--- src/rtl/note_sprite_drawer.sv ---
`default_nettype none
// +----------------------------------------------------------------------------+
// | Module      : note_sprite_drawer                                           |
// | Description : Per-lane sprite pass. Each frame tick erases the note at its |
// |               previous row, then draws it at the new row, emitting one VGA |
// |               pixel write per cycle. Optional macro SKIP_UNCHANGED_EN skips|
// |               the pass when the row has not changed.                       |
// | Revision    : 1.0 - initial release                                        |
// +----------------------------------------------------------------------------+
module note_sprite_drawer #(
    parameter int          LANE_X   = 20,
    parameter int          SPR_W    = 4,
    parameter int          SPR_H    = 4,
    parameter int          SCREEN_H = 120,
    parameter logic [2:0]  NOTE_COL = 3'b110,
    parameter logic [2:0]  BG_COL   = 3'b000
) (
    input  logic       clk,
    input  logic       reset,
    input  logic       start,
    input  logic [7:0] new_y,
    output logic [7:0] vga_x,
    output logic [6:0] vga_y,
    output logic [2:0] colour,
    output logic       plot,
    output logic       busy,
    output logic       done
);

    typedef enum logic [1:0] {
        S_IDLE  = 2'd0,
        S_ERASE = 2'd1,
        S_DRAW  = 2'd2,
        S_FIN   = 2'd3
    } state_t;

    localparam logic [3:0] c_COL_LAST = 4'(SPR_W - 1);
    localparam logic [3:0] c_ROW_LAST = 4'(SPR_H - 1);
    localparam logic [7:0] c_LANE_X   = 8'(LANE_X);
    localparam logic [8:0] c_SCREEN_H = 9'(SCREEN_H);

    state_t     r_state;
    state_t     w_next;
    logic [3:0] r_col;
    logic [3:0] r_row;
    logic [3:0] w_col_nx;
    logic [3:0] w_row_nx;
    logic [7:0] r_cur_y;
    logic [7:0] r_old_y;
    logic       r_old_valid;

    logic [7:0] r_vga_x;
    logic [6:0] r_vga_y;
    logic [2:0] r_colour;
    logic       r_plot;
    logic       r_busy;
    logic       r_done;

    logic       w_skip;
    logic       w_pix_active;
    logic       w_last_col;
    logic       w_last_pix;
    logic [7:0] w_base_y;
    logic [8:0] w_sum;

`ifdef SKIP_UNCHANGED_EN
    assign w_skip = r_old_valid && (new_y == r_old_y);
`else
    assign w_skip = 1'b0;
`endif

    assign w_pix_active = (r_state == S_ERASE) || (r_state == S_DRAW);
    assign w_last_col   = (r_col == c_COL_LAST);
    assign w_last_pix   = w_last_col && (r_row == c_ROW_LAST);
    assign w_base_y     = (r_state == S_ERASE) ? r_old_y : r_cur_y;
    // Nine-bit sum so rows past the bottom edge are detected rather than wrapped.
    assign w_sum        = {1'b0, w_base_y} + {5'd0, r_row};

    always_comb begin
        w_next   = r_state;
        w_col_nx = r_col;
        w_row_nx = r_row;
        case (r_state)
            S_IDLE: begin
                if (start) begin
                    w_col_nx = 4'd0;
                    w_row_nx = 4'd0;
                    if (w_skip)
                        w_next = S_FIN;
                    else if (r_old_valid)
                        w_next = S_ERASE;
                    else
                        w_next = S_DRAW;
                end
            end
            S_ERASE, S_DRAW: begin
                if (w_last_pix) begin
                    w_col_nx = 4'd0;
                    w_row_nx = 4'd0;
                    w_next   = (r_state == S_ERASE) ? S_DRAW : S_FIN;
                end else if (w_last_col) begin
                    w_col_nx = 4'd0;
                    w_row_nx = r_row + 4'd1;
                end else begin
                    w_col_nx = r_col + 4'd1;
                end
            end
            S_FIN:   w_next = S_IDLE;
            default: w_next = S_IDLE;
        endcase
    end

    always_ff @(posedge clk or posedge reset) begin
        if (reset) begin
            r_state     <= S_IDLE;
            r_col       <= 4'd0;
            r_row       <= 4'd0;
            r_cur_y     <= 8'd0;
            r_old_y     <= 8'd0;
            r_old_valid <= 1'b0;
        end else begin
            r_state <= w_next;
            r_col   <= w_col_nx;
            r_row   <= w_row_nx;
            if ((r_state == S_IDLE) && start)
                r_cur_y <= new_y;
            if (r_state == S_FIN) begin
                r_old_y     <= r_cur_y;
                r_old_valid <= 1'b1;
            end
        end
    end

    // Pixel bus holds its last value outside ERASE/DRAW; only plot is forced low.
    always_ff @(posedge clk or posedge reset) begin
        if (reset) begin
            r_vga_x  <= 8'd0;
            r_vga_y  <= 7'd0;
            r_colour <= 3'd0;
            r_plot   <= 1'b0;
            r_busy   <= 1'b0;
            r_done   <= 1'b0;
        end else begin
            r_plot <= w_pix_active && (w_sum < c_SCREEN_H);
            if (w_pix_active) begin
                r_vga_x  <= c_LANE_X + {4'd0, r_col};
                r_vga_y  <= w_sum[6:0];
                r_colour <= (r_state == S_ERASE) ? BG_COL : NOTE_COL;
            end
            r_done <= (r_state == S_FIN);
            r_busy <= (w_next != S_IDLE) || (r_state == S_FIN);
        end
    end

    assign vga_x  = r_vga_x;
    assign vga_y  = r_vga_y;
    assign colour = r_colour;
    assign plot   = r_plot;
    assign busy   = r_busy;
    assign done   = r_done;

endmodule
`default_nettype wire

--- config.mk ---
export PLATFORM = sky130hd
export DESIGN_NAME = note_sprite_drawer
export DESIGN_NICKNAME = d
export VERILOG_FILES = /design/src/rtl/note_sprite_drawer.sv
export SDC_FILE = /design/constraint.sdc
export NUM_CORES = 1
export LEC_CHECK = 0
export BUFFER_PORTS_ARGS = -buffer_cell sky130_fd_sc_hd__buf_2
export CORE_ASPECT_RATIO = 1.25
export CORE_MARGIN = 4
export CORE_UTILIZATION = 50
export CTS_BUF_LIST = sky130_fd_sc_hd__clkbuf_16
export CTS_CLUSTER_SIZE = 28
export DETAILED_ROUTE_END_ITERATION = 16
export PLACE_DENSITY = 0.82
export SETUP_SLACK_MARGIN = 0.2
export SLEW_MARGIN = 20
export SYNTH_ARGS = -nofsm -noshare
export SYNTH_HDL_FRONTEND = slang
export SYNTH_SLANG_ARGS = --single-unit
--- constraint.sdc ---
create_clock -name clk -period 3.4 [get_ports clk]
set_input_delay 0.51 -clock clk [delete_from_list [all_inputs] [get_ports clk]]
set_output_delay 0.51 -clock clk [all_outputs]
set_load 0.1 [all_outputs]
Word-level counts from Yosys, hierarchy flattened
Cells that the tools add are included.

Equality and inequality tests: 7. $lt $le $gt $ge: 1. Mux-type cells: 14. Add/subtract/negate cells: 4. Reduce and logical (&&, ||, !) cells: 11.

Operators by type and width (number): $mux W4 (5); $pmux W4 S2 (2); $add A8 B4 Y9 (1); $lt A9 B7 Y1 const B (1); $add A4 B1 Y4 const B (2); $eq A4 B2 Y1 const B (2); $mux W8 (1); $add A5 B4 Y6 const A (1); $mux W2 (3); $pmux W2 S3 (1); $eq A2 B2 Y1 const B (2); $reduce_bool A2 Y1 (2); $logic_and A1 B1 Y1 (3); $mux W3 (1); $ne A3 B3 Y1 const B (1); $reduce_and A3 Y1 (1); $eq A2 B1 Y1 const B (1); $logic_not A2 Y1 (1); $logic_or A1 B1 Y1 (2); $ne A2 B2 Y1 const B (1); $reduce_and A2 Y1 (1); $reduce_or A2 Y1 (1); $mux W1 (1).

Input port bits: 11. Flip-flop bits (word level): 48. Output and inout bits: 21. Word-level logic and storage cells: 49.

Longest topological paths before layout
Gate-level depths: netlist (run 1).

Word-level depth: 6. Gate-level depth with buffers: 10. Depth with buffers taken out: 9.

Worst setup path before layout (run 1)
OpenSTA, ideal clock, no wires.

Path kind: register -> register. Start: register r_state[1]. End: register r_vga_y[4] (netlist: vga_y[4]). Clock period less this slack: 2.424 ns. Arrival time: 2.299 ns. Library setup time: 0.125 ns. Path slack: 0.976 ns. Path buffers: 1. Stages on the path, launching flop included: 11. Data required time: 3.275 ns. Path through: dfrtp_1 -> inv_1 -> ha_1 -> buf_6 -> mux2_2 -> ha_1 -> fa_1 -> nand3_1 -> and2_1 -> xor2_1 -> mux2_2.

Longest elaborated chain between the ends: 3. Elaborated cells on any way between the ends: 5. Classes of those cells: 1 x add/sub; 2 x eq/ne; 1 x mux; 1 x reduce/logical.

RTL lines: start: declaration (line 42) `state_t r_state;`; start signal: assignment (line 122) `r_state <= w_next;`; $eq A2 B1 Y1 (line 72, 75); $mux W8 (line 75) `assign w_base_y = (r_state == S_ERASE) ? r_old_y : r_cur_y;`; $add A8 B4 Y9 (line 77) `assign w_sum = {1'b0, w_base_y} + {5'd0, r_row};`; end signal: assignment (line 147) `r_vga_y <= w_sum[6:0];`; end: declaration (line 53) `logic [6:0] r_vga_y;`.

Several ways; a longest one is shown, not always the timed one. A chain may end at the register's enable or synchronous reset.

Worst setup path in the final report (run 1)
Ends and elaborated chain as after synthesis.

==> reports/results.tsv, run 1 <==
metric	value	unit
r2r_slack	0.68	ns
drive_gt1_share	33.9	%
crit_path_start_kind	flip-flop	
crit_type	flip-flop to flip-flop	
worst_pin_slew	0.532	ns
synth_edf_count	0	
syn2layout_area_growth	15.8	%
ant_nets	0	
period_share	79.9	%
clockBufferDepth	2	
antenna_found_initial	0	
grt_pass1_wl	7160	µm
cpMaxStageDelayCell	ha_1	
fin_ws	0.685	ns
routed_wl	3990	µm
fp.dieW	68.0	µm
hold_viol	0	
vias_per_cell	5.24	
path_cells	inv_1 -> ha_1 -> mux2_2 -> ha_1 -> fa_1 -> nand3_1 -> and2_1 -> xor2_1 -> mux2_2	
dpl.cell_count	269	
pre_cts_slack	0.714	ns
cts_resized	0	
hpwlAfterDp	2780	µm
core	0.00439	mm²
finalNonFillerCells	276	
overflow	0	
cts.hold.buffers_added	0	
period_needed	2.72	ns
grt_max_degree	45	
yosys_warnings	0	
crit_required	3.57	ns
post-cts-setup-buffers	0	
nFillCells	371	
clk_pin_slew	0.06	ns
grt_pass1_vias	1469	
clock-root-buffer	clkbuf_16	
track_usage	16.2	%
synth_area_leader_cell	dfrtp_1	
end_kind	flip-flop	
gp_congestion	0.751	
synthArstFlopShare	100	%
dieArea	0.00565	mm²
initial_utilization	51.3	%
relSlewSlack	64.5	%
nets	242	
cts.sinks	44	
reg2reg_from	r_state[1]	
netlist_instances	189	
drc_errors	0	
synth_area_leaders	dfrtp_1, mux2_2, ha_1	
report.final.slew_viol_count	0	
dieHeight	83.0	µm
cts_tree	built	
yosysSeqAreaShare	48.9	%
finalClockSkew	0.00434	ns
cts-buffers-inserted	5	
worstPathArrival	2.88	ns
port_buffers	28	
timing.rr.end	vga_y[4]	
setup_viol	0	
min_path_type	primary input to asynchronous set/reset pin	
run_status	finished, final reports clean	
ys.flop_type	dfrtp_1	
clock_latency	0.28	ns
rsz0062_at_grt	false	
io_pins	32	
cp_max_fo	11	
max_freq	0.368	GHz
r2r_cells	9	
yosysTopAreaCellShare	48.9	%
fin_tns_setup	0	ns
synth-seq-cells	44	
synthDistinctLibCells	41	
via_count	1447	
syn_area_per_cell	11.9	µm²
crit_path_max_incr_delay	0.44	ns
htreeDepth	2	
cap_violations	0	
first_pass_iters	4	
antenna_cells	0	
drt-wirelength-per-cell	14.4	µm
num_rows	27	
drt_iter0_drc	39	
synthesis.area	0.00225	mm²
[worst max path at each step]
stage               start  endpoint  slack (ns)  cells past startpoint
2_1_floorplan  r_state[1]  vga_y[4]        0.98                     10
3_3_place_gp   r_state[1]  vga_y[4]        0.75                      9
3_5_place_dp   r_state[1]  vga_y[4]        0.71                      9
4_1_cts        r_state[1]  vga_y[4]        0.68                      9
5_1_grt        r_state[1]      plot        0.50                      9
6_report       r_state[1]  vga_y[4]        0.68                      9
[per-stage QoR]
stage / utilization [%] / hold WS, ns / area (µm²)
2_1_floorplan: - / 0.460 / 2260
3_3_place_gp: 55.1 / 0.483 / 2420
3_5_place_dp: 55.1 / 0.482 / 2420
4_1_cts: 59.3 / 0.378 / 2610
5_1_grt: 59.3 / 0.416 / 2610
6_report: 59.3 / 0.356 / 2610
[worst max-delay path: cells and delay by family, from the launching register on]
family	cells	cell delay, ns
flops	1	0.39
buf+inv	1	0.08
xor+xnor	1	0.09
mux	2	0.68
simple gates	2	0.31
fa+ha+maj	3	1.05
[Yosys cell counts (2+ instances only)]
| cell | count |
|---|---|
| nor2_1 | 5 |
| inv_1 | 11 |
| a211oi_1 | 2 |
| xor2_1 | 3 |
| o21ai_0 | 4 |
| mux2_2 | 31 |
| nand2b_1 | 3 |
| mux2i_1 | 6 |
| nand2_1 | 11 |
| o21ai_1 | 3 |
| or3_1 | 2 |
| and2_1 | 2 |
| or2_2 | 2 |
| nand3_1 | 5 |
| a21o_1 | 2 |
| nor2b_1 | 2 |
| nand4_1 | 3 |
| a21oi_1 | 6 |
| xnor2_1 | 4 |
| buf_2 | 4 |
| ha_1 | 12 |
| dfrtp_1 | 44 |
| buf_4 | 4 |
[cells by family (layout without fill, tap and decap cells)]
| family | Yosys count | after routing | synth area share, % |
|---|---|---|---|
| DFF | 44 | 44 | 48.9 |
| muxes | 39 | 39 | 19.5 |
| and+or+nand+nor | 37 | 37 | 8.34 |
| AOI/OAI and AO/OA | 27 | 27 | 8.12 |
| buffers and inverters | 21 | 48 | 4.72 |
| adders and majority gates | 13 | 13 | 7.56 |
| xor gates and xnor gates | 7 | 7 | 2.72 |
| other | 1 | 3 | 0.167 |
[final cells by class]
cell class              instances  area (µm²)  share of cell area, %
multi-input cells             126        1050                   40.3
clock inverters                 2        60.1                   2.30
flip-flops and latches         44        1100                   42.2
inverters                      11        41.3                   1.58
repair buffers                 30         155                   5.95
well taps                      58        72.6                   2.78
clock buffers                   5         125                   4.80
[metal layers]
layer | track usage, % | routed length (µm) | share of wire, % | vias up
met2 | 25.4 | 2050 | 51 | 26
met1 | 22.2 | 1740 | 44 | 704
met5 | 0 | 0 | 0 | -
li1 | - | - | - | 710
met3 | 3.65 | 131 | 3.3 | 7
met4 | 4.88 | 61 | 1.5 | 0
[cells in the final DEF, fill, tap and decap left out, types with 3 or more instances in the layout]
cell,synthesis,routed
nand3_1,5,5
buf_2,4,28
mux2_2,31,31
o21ai_0,4,4
clkbuf_16,0,5
ha_1,12,12
dfrtp_1,44,44
nand2_1,11,11
a21oi_1,6,6
xor2_1,3,3
conb_1,1,3
xnor2_1,4,4
nor2_1,5,5
nand4_1,3,3
mux2i_1,6,6
o21ai_1,3,3
nand2b_1,3,3
inv_1,11,11
[state kept, by name (all words and copies together) (netlist names)]
name         cells
r_cur_y          8
plot             1
r_old_y          8
r_row            4
colour           1
r_old_valid      1
vga_x            6
busy             1
vga_y            7
r_col            4
r_state          2
done             1
Power of run 1 is left out: the tool's default activity adds up to more than one toggle a clock period on the data nets, which glitch-free logic cannot reach.
==> inputs of run 2 (changes only) <==
--- a/config.mk
+++ b/config.mk
@@ -5,6 +5,7 @@
 export SDC_FILE = /design/constraint.sdc
 export NUM_CORES = 1
 export LEC_CHECK = 0
+export ABC_AREA = 1
 export BUFFER_PORTS_ARGS = -buffer_cell sky130_fd_sc_hd__buf_2
 export CORE_ASPECT_RATIO = 1.25
 export CORE_MARGIN = 4
==> constraint.sdc (replaced) <==
create_clock -name clk -period 2.8 [get_ports clk]
set_input_delay 0.42 -clock clk [delete_from_list [all_inputs] [get_ports clk]]
set_output_delay 0.42 -clock clk [all_outputs]
set_load 0.1 [all_outputs]
==> run 2 against run 1 <==
  * Global-route usage up 1.8 points
  * Routed wire length up 11%
  * Synthesized area down 0.39%
==> reports/results.tsv, run 2 <==
metric	value	unit
run_status	finished, final reports clean	
final_cell_mix	nand2_1, dfrtp_1, o21ai_0, inv_1, buf_2	
post-cts-setup-buffers	0	
drt-wirelength-per-cell	12.3	µm
finalNonFillerCells	359	
synth_top_family_by_area	simple AND/OR/NAND/NOR gates	
fin_area	0.00260	mm²
synth-seq-cells	44	
syn_area_per_cell	8.21	µm²
finalClockSkew	0.00318	ns
cap_violations	0	
initial_utilization	53.4	%
synthArstFlopShare	100	%
hpwlAfterDp	3180	µm
rsz0062_at_grt	false	
drt_iter0_drc	80	
cp_max_fo	16	
crit_top_cell	nand2_1	
dieArea	0.00563	mm²
critPathTopFamily	adder cells	
synth_area_leader_cell	dfrtp_1	
synth_simple_gate_area_share	23.4	%
grt_pass1_vias	1818	
drc_errors	0	
cpMaxStageDelayCell	fa_1	
fp.dieW	67.9	µm
synth_fa_ha_area_share	7.59	%
synthesis.area	0.00224	mm²
port_buffers	28	
muxShareOfSynthArea	0	%
synth.most_common_cell	nand2_1	
final_util	61.9	%
hold_viol	0	
synth_edf_count	0	
final_common_cell	nand2_1	
ant_nets	0	
yosysSeqAreaShare	49.1	%
drive_gt1_share	16.5	%
via_count	1775	
yosysTopAreaCellShare	49.1	%
dieHeight	82.9	µm
clockBufferDepth	2	
clk_pin_slew	0.06	ns
report.final.slew_viol_count	0	
cts-buffers-inserted	5	
cts.hold.buffers_added	0	
synthDistinctLibCells	26	
nFillCells	349	
max_freq	0.444	GHz
clock_latency	0.29	ns
crit_type	flip-flop to flip-flop	
vias_per_cell	4.94	
path_cells	inv_1 -> ha_4 -> o21ai_0 -> ha_1 -> fa_1 -> nand3_1 -> nand2_1 -> nand2_1 -> nand2_1 -> inv_1 -> nand2_1 -> nor2_1 -> nor2_1	
path_buf_inv	2	
crit_path_max_incr_delay	0.42	ns
gp_congestion	0.923	
fin_tns_setup	0	ns
synth_xor_area_share	0.781	%
cts_tree	built	
dpl.cell_count	351	
worst_pin_slew	0.537	ns
first_pass_iters	4	
synth_area_leaders	dfrtp_1, nand2_1, o21ai_0	
r2r_cells	13	
antenna_found_initial	0	
path_depth	13	
clock-root-buffer	clkbuf_16	
ys.flop_type	dfrtp_1	
worstPathArrival	2.43	ns
crit_required	2.98	ns
r2r_slack	0.55	ns
cts_resized	0	
htreeDepth	2	
synth-compound-area-share	10.3	%
period_needed	2.25	ns
postPlaceCellArea	0.00242	mm²
nets	326	
num_rows	26	
antenna_cells	0	
min_path_type	primary input to asynchronous set/reset pin	
end_kind	flip-flop	
crit_path_start_kind	flip-flop	
syn2layout_area_growth	15.8	%
cts.sinks	44	
grt_pass1_wl	7810	µm
setup_viol	0	
netlist_instances	273	
overflow	0	
period_share	80.5	%
routed_wl	4420	µm
yosys_warnings	0	
synthTopCellsByCount	nand2_1, dfrtp_1, o21ai_0, inv_1, nand3_1	
track_usage	18.0	%
core	0.00420	mm²
io_pins	32	
grt_max_degree	45	
relSlewSlack	64.2	%
run 2: changes by cell type in the layout (fill, tap and decap cells not counted), sizes merged, moves of 5 or more:
cell,delta
inv,+26
mux2i,-7
nor2,+5
mux2,-32
nand3,+9
nand2,+76
o21ai,+33
run 2: cell families (layout without fill, tap and decap cells):
logic type | count (synthesis) | count (layout)
buffers and inverters | 47 | 75
and+or+nand+nor | 121 | 121
DFF | 44 | 44
other | 1 | 3
AOI/OAI and AO/OA | 45 | 45
xor gates and xnor gates | 2 | 2
adders and majority gates | 13 | 13
run 2: per-layer routing:
layer	GRT usage (%)	up-vias	wire length [µm]
met3	3.78	9	164
met4	9.95	0	116
met2	30.7	35	2230
li1	-	914	-
met5	0	-	0
met1	20.2	817	1910
run 2: final cells by class:
| cell class | count | area, µm² | area share (%) |
|---|---|---|---|
| well taps | 56 | 70.1 | 2.70 |
| inverters | 37 | 139 | 5.35 |
| multi-input cells | 184 | 967 | 37.3 |
| clock buffers | 5 | 125 | 4.82 |
| clock inverters | 3 | 38.8 | 1.49 |
| flip-flops and latches | 44 | 1100 | 42.4 |
| repair buffers | 30 | 155 | 5.98 |
run 2: path summary, 6_finish.rpt:
path / startpoint / to
worst min-delay path: reset / r_col[2]
worst max-delay path: r_state[1] / plot
min in group clk: new_y[5] / r_cur_y[5]
worst max register to register: r_state[1] / plot
max in group asynchronous: reset / r_row[2]
worst min register to register: vga_x[3] / vga_x[3]
run 2: worst min-delay path, delay by kind of cell:
kind,cells,cell delay (ns)
buffers and inverters,3,0.58
run 2: stage by stage:
step           setup WS (ns)  hold WS [ns]
3_5_place_dp           0.370         0.453
3_3_place_gp           0.455         0.449
4_1_cts                0.295         0.285
5_1_grt                0.301         0.333
2_1_floorplan          0.573         0.437
6_report               0.545         0.263
Power of run 2 is left out for the same reason.
==> inputs of run 3 (changes only) <==
--- a/config.mk
+++ b/config.mk
@@ -5,7 +5,7 @@
 export SDC_FILE = /design/constraint.sdc
 export NUM_CORES = 1
 export LEC_CHECK = 0
-export ABC_AREA = 1
+export ABC_AREA = 0
 export BUFFER_PORTS_ARGS = -buffer_cell sky130_fd_sc_hd__buf_2
 export CORE_ASPECT_RATIO = 1.25
 export CORE_MARGIN = 4
@@ -13,7 +13,7 @@
 export CTS_BUF_LIST = sky130_fd_sc_hd__clkbuf_16
 export CTS_CLUSTER_SIZE = 28
 export DETAILED_ROUTE_END_ITERATION = 16
-export PLACE_DENSITY = 0.82
+export PLACE_DENSITY = 0.85
 export SETUP_SLACK_MARGIN = 0.2
 export SLEW_MARGIN = 20
 export SYNTH_ARGS = -nofsm -noshare
==> constraint.sdc (replaced) <==
create_clock -name clk -period 1.8 [get_ports clk]
set_input_delay 0.27 -clock clk [delete_from_list [all_inputs] [get_ports clk]]
set_output_delay 0.27 -clock clk [all_outputs]
set_load 0.1 [all_outputs]
==> run 3 against run 2 <==
  * Hold slack worse by 0.057 ns
  * First-iteration DRC count down 23%
  * Highest routed layer unchanged
  * Maximum frequency up 0.47%
  * Design area up 27%
  * Final cell count down 11%
  * Count of clock-buffer cells in the layout unchanged
  * Clock skew about the same
  * Die area up 0.34%
  * Via count up 0.85%
  * Routed wire length up 34%
  * The run now ends with setup timing left
==> reports/results.tsv, run 3 (same netlist as run 1, synthesis figures left out) <==
metric	value	unit
initial_utilization	51.3	%
final_common_cell	dfrtp_1	
fp.dieW	68.0	µm
run_status	finished with violations	
vias_per_cell	5.59	
rsz0062_at_grt	true	
crit_type	flip-flop to flip-flop	
multi_input_area	0.00134	mm²
drive_gt1_share	59.5	%
period_needed	2.24	ns
fin_ws	-0.444	ns
drt-wirelength-per-cell	18.5	µm
crit_required	1.98	ns
crit_path_start_kind	flip-flop	
relSlewSlack	60.9	%
gp_congestion	0.786	
dieHeight	83.0	µm
dieArea	0.00565	mm²
path_cells	inv_2 -> ha_4 -> mux2_4 -> ha_4 -> fa_2 -> nand3_2 -> and2_4 -> xor2_2 -> mux2_4	
postPlaceCellArea	0.00268	mm²
grt_pass1_wl	8660	µm
cap_violations	0	
clock_latency	0.29	ns
cts.sinks	44	
hpwlAfterDp	3290	µm
ant_nets	0	
cts-buffers-inserted	5	
violations	setup timing	
clk_pin_slew	0.06	ns
fin_area	0.00329	mm²
final_util	74.9	%
first_pass_iters	4	
hold_viol	0	
htreeDepth	2	
max_freq	0.446	GHz
crit_path_max_incr_delay	0.39	ns
final_cell_mix	dfrtp_1, buf_4, buf_2, mux2_2, nand2_1	
cts_tree	built	
min_path_type	primary input to flip-flop	
setup_viol	7	
end_kind	flip-flop	
syn2layout_area_growth	46.2	%
port_buffers	28	
worst_pin_slew	0.582	ns
r2r_cells	9	
grt_pass1_vias	1838	
cp_max_fo	6	
clock-root-buffer	clkbuf_16	
via_count	1790	
cpMaxStageDelayCell	dfrtp_1	
drc_errors	0	
nFillCells	268	
worstPathArrival	2.42	ns
grt_max_degree	19	
io_pins	32	
report.final.slew_viol_count	0	
finalClockSkew	0.00314	ns
track_usage	20.4	%
antenna_found_initial	0	
overflow	0	
nets	285	
routed_wl	5910	µm
drt_iter0_drc	62	
antenna_cells	0	
regArea	0.00111	mm²
holdWs	0.206	ns
core	0.00439	mm²
clockBufferDepth	2	
num_rows	27	
period_share	125	%
worstHoldPathCells	2	
-- run 3: worst paths after layout --
check,end,slack [ns],from
worst max-delay path,vga_y[4],-0.44,r_state[1]
worst min-delay path,r_cur_y[4],0.21,new_y[4]
worst max register to register,vga_y[4],-0.44,r_state[1]
worst min register to register,vga_x[2],0.50,vga_x[2]
max in group asynchronous,r_old_y[5],0.71,reset
min in group asynchronous,vga_x[2],0.51,reset
-- run 3: repair_timing --
action / CTS / global route
pin swaps: 14 / 12
endpoints found under the setup margin: 26 / 39
setup buffers: 4 / 13
hold endpoints to repair: 14 / 0
gates cloned: 0 / 1
gates resized for setup: 26 / 33
hold buffers: 1 / 0
-- run 3: worst max-delay path: cells and delay by family (launching register included) --
kind,cells,cell delay [ns]
xor gates and xnor gates,1,0.08
adders and majority gates,3,0.71
buffers and inverters,1,0.09
DFF,1,0.39
muxes,2,0.59
and+or+nand+nor,2,0.27
-- run 3: cell type report --
cell class,instances,area share (%)
clock buffers,5,3.80
inverters,11,1.33
flip-flops and latches,44,33.6
well taps,58,2.21
multi-input cells,126,40.7
clock inverters,3,1.29
repair buffers,73,17.1
-- run 3: per-stage QoR --
stage               setup slack, ns  TNS [ns]  instances
global placement             -0.438     -2.35        293
CTS                          -0.372     -1.95        306
floorplan                    -0.489     -2.64        191
finish                       -0.444     -2.36        320
global route                 -0.496     -2.80        320
detailed placement           -0.568     -2.86        293
-- run 3: metal layers --
layer | track usage, % | routed length [µm]
met5 | 0 | 0
met3 | 3.92 | 256
met1 | 25.0 | 2360
met4 | 13.0 | 243
met2 | 31.9 | 3050
Power of run 3 is left out for the same reason.
